### src/rtl/motion_stats.sv
// motion_stats: zero-latency pixel pass-through plus per-frame motion count / bounding-box record.
// Optional macro MOTION_STATS_FRAME_CNT_EN puts a wrapping 3-bit frame counter in stat_din[63:61].
module motion_stats #(
    parameter int                    DATA_WIDTH    = 24,
    parameter int                    IMG_WIDTH     = 720,
    parameter int                    IMG_HEIGHT    = 540,
    parameter logic [DATA_WIDTH-1:0] HIGHLIGHT     = 24'hFF0000,
    parameter logic [19:0]           MOTION_THRESH = 20'd100
) (
    input  logic                  clock,
    input  logic                  reset,
    output logic                  in_rd_en,
    input  logic                  in_empty,
    input  logic [DATA_WIDTH-1:0] in_dout,
    output logic                  out_wr_en,
    input  logic                  out_full,
    output logic [DATA_WIDTH-1:0] out_din,
    output logic                  stat_wr_en,
    input  logic                  stat_full,
    output logic [63:0]           stat_din
);

    typedef enum logic {
        S_PIXEL  = 1'b0,
        S_REPORT = 1'b1
    } state_t;

    localparam logic [9:0] LAST_COL = 10'(IMG_WIDTH - 1);
    localparam logic [9:0] LAST_ROW = 10'(IMG_HEIGHT - 1);

    state_t      r_state;
    logic [9:0]  r_col;
    logic [9:0]  r_row;
    logic [19:0] r_count;
    logic [9:0]  r_min_x;
    logic [9:0]  r_max_x;
    logic [9:0]  r_min_y;
    logic [9:0]  r_max_y;
    logic [63:0] r_record;

    logic        w_xfer;
    logic        w_push;
    logic        w_hit;
    logic        w_eol;
    logic        w_eof;
    logic [19:0] w_count_nxt;
    logic [9:0]  w_min_x_nxt;
    logic [9:0]  w_max_x_nxt;
    logic [9:0]  w_min_y_nxt;
    logic [9:0]  w_max_y_nxt;
    logic [2:0]  w_frame_id;

    // Handshakes are gated by reset so they drop the instant reset asserts.
    assign w_xfer = reset && (r_state == S_PIXEL) && !in_empty && !out_full;
    assign w_push = reset && (r_state == S_REPORT) && !stat_full;

    assign in_rd_en   = w_xfer;
    assign out_wr_en  = w_xfer;
    assign out_din    = in_dout;
    assign stat_wr_en = w_push;
    assign stat_din   = r_record;

    assign w_hit = (in_dout == HIGHLIGHT);
    assign w_eol = (r_col == LAST_COL);
    assign w_eof = w_eol && (r_row == LAST_ROW);

    always_comb begin
        w_count_nxt = r_count;
        w_min_x_nxt = r_min_x;
        w_max_x_nxt = r_max_x;
        w_min_y_nxt = r_min_y;
        w_max_y_nxt = r_max_y;
        if (w_hit) begin
            if (r_count != 20'hFFFFF) w_count_nxt = r_count + 20'd1;
            if (r_col < r_min_x) w_min_x_nxt = r_col;
            if (r_col > r_max_x) w_max_x_nxt = r_col;
            if (r_row < r_min_y) w_min_y_nxt = r_row;
            if (r_row > r_max_y) w_max_y_nxt = r_row;
        end
    end

`ifdef MOTION_STATS_FRAME_CNT_EN
    logic [2:0] r_frame_cnt;

    always_ff @(posedge clock or negedge reset) begin
        if (!reset) begin
            r_frame_cnt <= 3'd0;
        end else if (w_push) begin
            r_frame_cnt <= r_frame_cnt + 3'd1;
        end
    end

    assign w_frame_id = r_frame_cnt;
`else
    assign w_frame_id = 3'd0;
`endif

    always_ff @(posedge clock or negedge reset) begin
        if (!reset) begin
            r_state  <= S_PIXEL;
            r_col    <= 10'd0;
            r_row    <= 10'd0;
            r_count  <= 20'd0;
            r_min_x  <= 10'h3FF;
            r_max_x  <= 10'd0;
            r_min_y  <= 10'h3FF;
            r_max_y  <= 10'd0;
            r_record <= 64'd0;
        end else begin
            case (r_state)
                S_PIXEL: begin
                    if (w_xfer) begin
                        r_count <= w_count_nxt;
                        r_min_x <= w_min_x_nxt;
                        r_max_x <= w_max_x_nxt;
                        r_min_y <= w_min_y_nxt;
                        r_max_y <= w_max_y_nxt;
                        if (w_eol) begin
                            r_col <= 10'd0;
                            r_row <= w_eof ? 10'd0 : r_row + 10'd1;
                        end else begin
                            r_col <= r_col + 10'd1;
                        end
                        // Record is built from the next-state values so the last pixel counts.
                        if (w_eof) begin
                            r_record <= {w_frame_id,
                                         (w_count_nxt >= MOTION_THRESH),
                                         w_count_nxt,
                                         w_min_x_nxt, w_max_x_nxt,
                                         w_min_y_nxt, w_max_y_nxt};
                            r_state  <= S_REPORT;
                        end
                    end
                end
                S_REPORT: begin
                    if (w_push) begin
                        r_count <= 20'd0;
                        r_min_x <= 10'h3FF;
                        r_max_x <= 10'd0;
                        r_min_y <= 10'h3FF;
                        r_max_y <= 10'd0;
                        r_state <= S_PIXEL;
                    end
                end
                default: r_state <= S_PIXEL;
            endcase
        end
    end

endmodule
### config.mk
export PLATFORM = sky130hd
export DESIGN_NAME = motion_stats
export DESIGN_NICKNAME = d
export VERILOG_FILES = /design/src/rtl/motion_stats.sv
export SDC_FILE = /design/constraint.sdc
export NUM_CORES = 1
export LEC_CHECK = 0
export ABC_CLOCK_PERIOD_IN_PS = 2800
export CAP_MARGIN = 0
export CORE_MARGIN = 5
export CORE_UTILIZATION = 32
export CTS_CLUSTER_SIZE = 40
export DETAILED_ROUTE_END_ITERATION = 16
export PLACE_DENSITY_LB_ADDON = 0.1
export SETUP_SLACK_MARGIN = 0.05
export SLEW_MARGIN = 20
export SYNTH_ARGS = -nofsm -noshare
export SYNTH_HDL_FRONTEND = slang
export SYNTH_SLANG_ARGS = --single-unit
### constraint.sdc
create_clock -name clock -period 2.8 [get_ports clock]
set_input_delay 0.56 -clock clock [delete_from_list [all_inputs] [get_ports clock]]
set_output_delay 0.56 -clock clock [all_outputs]
set_load 0.03 [all_outputs]
==> flow_summary_export.csv <==
group,metric,value,unit
critical_path,cp_max_fo,3,
timing,max_clock_freq,371,MHz
placed_design,port_buffers,116,
clock_network,clk_pin_slew_worst_paths,0.06,ns
final_layout,final_util,42.0,%
global_routing,grt_max_degree,143,
drt,firstDrtPassIters,5,
logic_synthesis,async_flop_share,100,%
timing,tns,0,ns
power_and_ir_drop,p_sw,1.27,mW
logic_synthesis,synth_edf_count,0,
power_and_ir_drop,finalPower,4.98,mW
final_layout,nFillCells,2503,
clock_network,cts_sinks,142,
critical_path,crit_path_frequent_cell,"a31oi_1",
logic_synthesis,avgSynthCellArea,9.02,sq um
critical_path,worst_ep_arrival_time,2.99,ns
clock_network,ctsHoldBuffers,0,
final_layout,drive_gt1_share,15.6,%
placed_design,dp_hpwl,16500,um
logic_synthesis,synth-seq-area-share,44.4,%
flow_run,max_cap_viol_count,0,
power_and_ir_drop,leakagePower,4.49,nW
drt,routed_wl,22800,um
global_routing,grt_pass1_vias,6782,
critical_path,worstPathCellList,"clkdlybuf4s50_1 > nor4b_1 > nand4_1 > or2_4 > buf_4 > a2111oi_4 > a31oi_1 > nor4_2 > a31oi_1",
logic_synthesis,syn_inst,894,
power_and_ir_drop,clock_power_share,47.5,%
timing,finClkSkew,0.0137,ns
clock_network,clkLatencyLatePin,0.43,ns
drt,wl_per_cell,16.8,um
timing,slew_headroom,47.7,%
logic_synthesis,ys_types,69,
logic_synthesis,synth_flop_cell,"dfrtp_1",
floorplanning,fp.dieArea,0.0285,sq mm
timing,hold_viol,0,
final_layout,area_growth,30.1,%
drt,route.detailed.drc,0,
clock_network,root_buffer,"clkbuf_16",
timing,rsz0062_at_grt,"yes",
timing,setup_viol,0,
clock_network,cts_buffers,17,
critical_path,crit_path_end_kind,"register",
floorplanning,rows,58,
logic_synthesis,syn_area,0.00806,sq mm
global_routing,overflow,0,
critical_path,critPathMaxStageDelay,0.43,ns
final_layout,nets,1090,
critical_path,crit_required,3.09,ns
final_layout,antenna_cells,0,
clock_network,clockBufferDepth,2,
clock_network,htreeDepth,4,
floorplanning,die_x,169,um
critical_path,crit_type,"in -> reg",
power_and_ir_drop,seqPwrFrac,43.2,%
timing,drv_slew,0,
critical_path,slowest_stage,"clkdlybuf4s50_1",
outcome,status,"completed",
drt,ant_nets,0,
placed_design,place_area,0.00982,sq mm
global_routing,antenna_found_initial,0,
worst_hold_path,hold_class,"in -> async",
power_and_ir_drop,internal-power,3.70,mW
timing,worst_slew_pin_slew,0.784,ns
final_layout,final_area,0.0105,sq mm
critical_path,start_kind,"input port",
floorplanning,io_pins,120,
drt,drt_iter0_markers,332,
floorplanning,dieHeight,169,um
logic_synthesis,yosysWarnings,0,
power_and_ir_drop,ir_drop,0.260,mV
drt,viasPerCell,4.94,
floorplanning,core,0.0250,sq mm
power_and_ir_drop,p_comb_share,9.3,%
placed_design,gp_congestion,0.882,
global_routing,grt_pass1_wl,37400,um
floorplanning,start_util,32.3,%
drt,vias,6734,
global_routing,track_usage,16.3,%
timing,fin_crit,2.69,ns
critical_path,crit_family,"simple AND/OR/NAND/NOR gates",
clock_network,cts_tree,"done",
logic_synthesis,synth_seq_cells,142,
power_and_ir_drop,p_sw_share,25.6,%
critical_path,path_buf_inv,2,
timing,fin_crit_sh,96.2,%
power_and_ir_drop,power_density,474,mW/mm^2
-- layout by cell type (no fill, tap or decap), types with 25 or more instances in the layout --
cell type,instances
buf_4,71
nand4_1,25
o21ai_0,58
dfrtp_1,122
nand3_1,41
clkdlybuf4s50_1,112
ha_1,41
o21ai_1,30
nor2_1,63
a21oi_1,51
nand2_1,92
inv_1,63
-- what timing repair did --
item	in CTS	in global routing
gates resized for setup	0	12
buffers inserted	0	0
endpoints found under the setup margin	0	45
-- final cells by class --
cell class | instances | area, sq um | area share (%)
clock buffers | 19 | 443 | 4.22
clock inverters | 13 | 161 | 1.54
repair buffers | 189 | 1770 | 16.8
inverters | 64 | 243 | 2.31
well taps | 330 | 413 | 3.94
flip-flops and latches | 142 | 3580 | 34.1
multi-input cells | 606 | 3880 | 37.0
-- path summary, 6_finish.rpt --
kind / startpoint / endpoint / slack (ns) / cells past startpoint
worst min register to register: stat_din[15] / stat_din[15] / 0.48 / 2
max in group asynchronous: reset / r_max_y[1] / 1.95 / 2
worst min-delay path: reset / r_state / 0.28 / 2
worst max register to register: r_count[0] / stat_din[60] / 0.28 / 9
min in group clock: stat_din[15] / stat_din[15] / 0.48 / 2
worst max-delay path: in_dout[12] / stat_din[60] / 0.11 / 9
-- state kept, by name, summed over array words and instances (netlist names) --
name / flops
r_max_x: 10
r_state: 1
r_row: 10
r_min_x: 10
r_col: 10
r_max_y: 10
r_count: 20
r_min_y: 10
stat_din: 61
-- metrics by stage --
| stage | cells | setup slack, ns | hold slack [ns] |
|---|---|---|---|
| finish | 1363 | 0.105 | 0.281 |
| global route | 1363 | 0.0170 | 0.362 |
| CTS | 1363 | 0.0668 | 0.345 |
| detailed placement | 1331 | -0.361 | 0.465 |
| global placement | 1331 | -0.323 | 0.462 |
| floorplan | 896 | 0.192 | 0.264 |
-- cells by family (layout without fill, tap and decap cells) --
| group | Yosys count | after routing | synth area share, % |
|---|---|---|---|
| xor gates and xnor gates | 26 | 26 | 2.82 |
| and+or+nand+nor | 305 | 305 | 19.3 |
| muxes | 23 | 23 | 2.87 |
| AOI/OAI and AO/OA | 208 | 208 | 15.5 |
| other | 1 | 3 | 0.0465 |
| buffers and inverters | 148 | 285 | 8.67 |
| DFF | 142 | 142 | 44.4 |
| adders and majority gates | 41 | 41 | 6.36 |
-- Yosys cell counts (3+ instances only) --
cell type	count	area (sq um)
o21ai_0	58	290
nor4_1	15	93.8
nand2_1	92	345
nand2b_1	7	43.8
o211ai_1	4	30.0
nor2_1	63	236
o21a_1	3	22.5
ha_1	41	513
clkbuf_1	33	124
dfstp_2	20	526
xor2_1	9	78.8
and3_1	13	81.3
a31oi_1	17	106
o31ai_1	12	90.1
a21o_1	9	67.6
nand4_1	25	156
buf_2	17	85.1
nand3_1	41	205
buf_1	3	11.3
dfrtp_1	122	3050
and2_1	4	25.0
a21oi_1	51	255
nor2b_1	4	25.0
inv_1	63	236
a211oi_1	3	22.5
nor3b_1	4	30.0
or3_1	5	31.3
o41ai_1	3	26.3
or2_2	3	18.8
buf_4	30	225
xnor2_1	17	149
and4_1	3	26.3
o21ai_1	30	150
nor3_1	8	40.0
mux2i_1	22	220
-- power groups by stage --
stage	clock [mW]	sequential, mW	combinational (mW)
finish	2.37	2.15	0.463
global route	2.52	2.15	0.515
CTS	2.42	2.15	0.467
detailed placement	0	2.18	0.463
global placement	0	2.18	0.463
floorplan	0	2.16	0.267
-- layer usage --
metal	part of all wire (%)	vias to the layer above	track usage (%)
li1	-	3347	-
met5	0	-	0
met1	48	3220	22.8
met2	46	147	25.9
met3	4.9	20	3.53
met4	1.1	0	3.81
(Power assumes the default switching activity.)
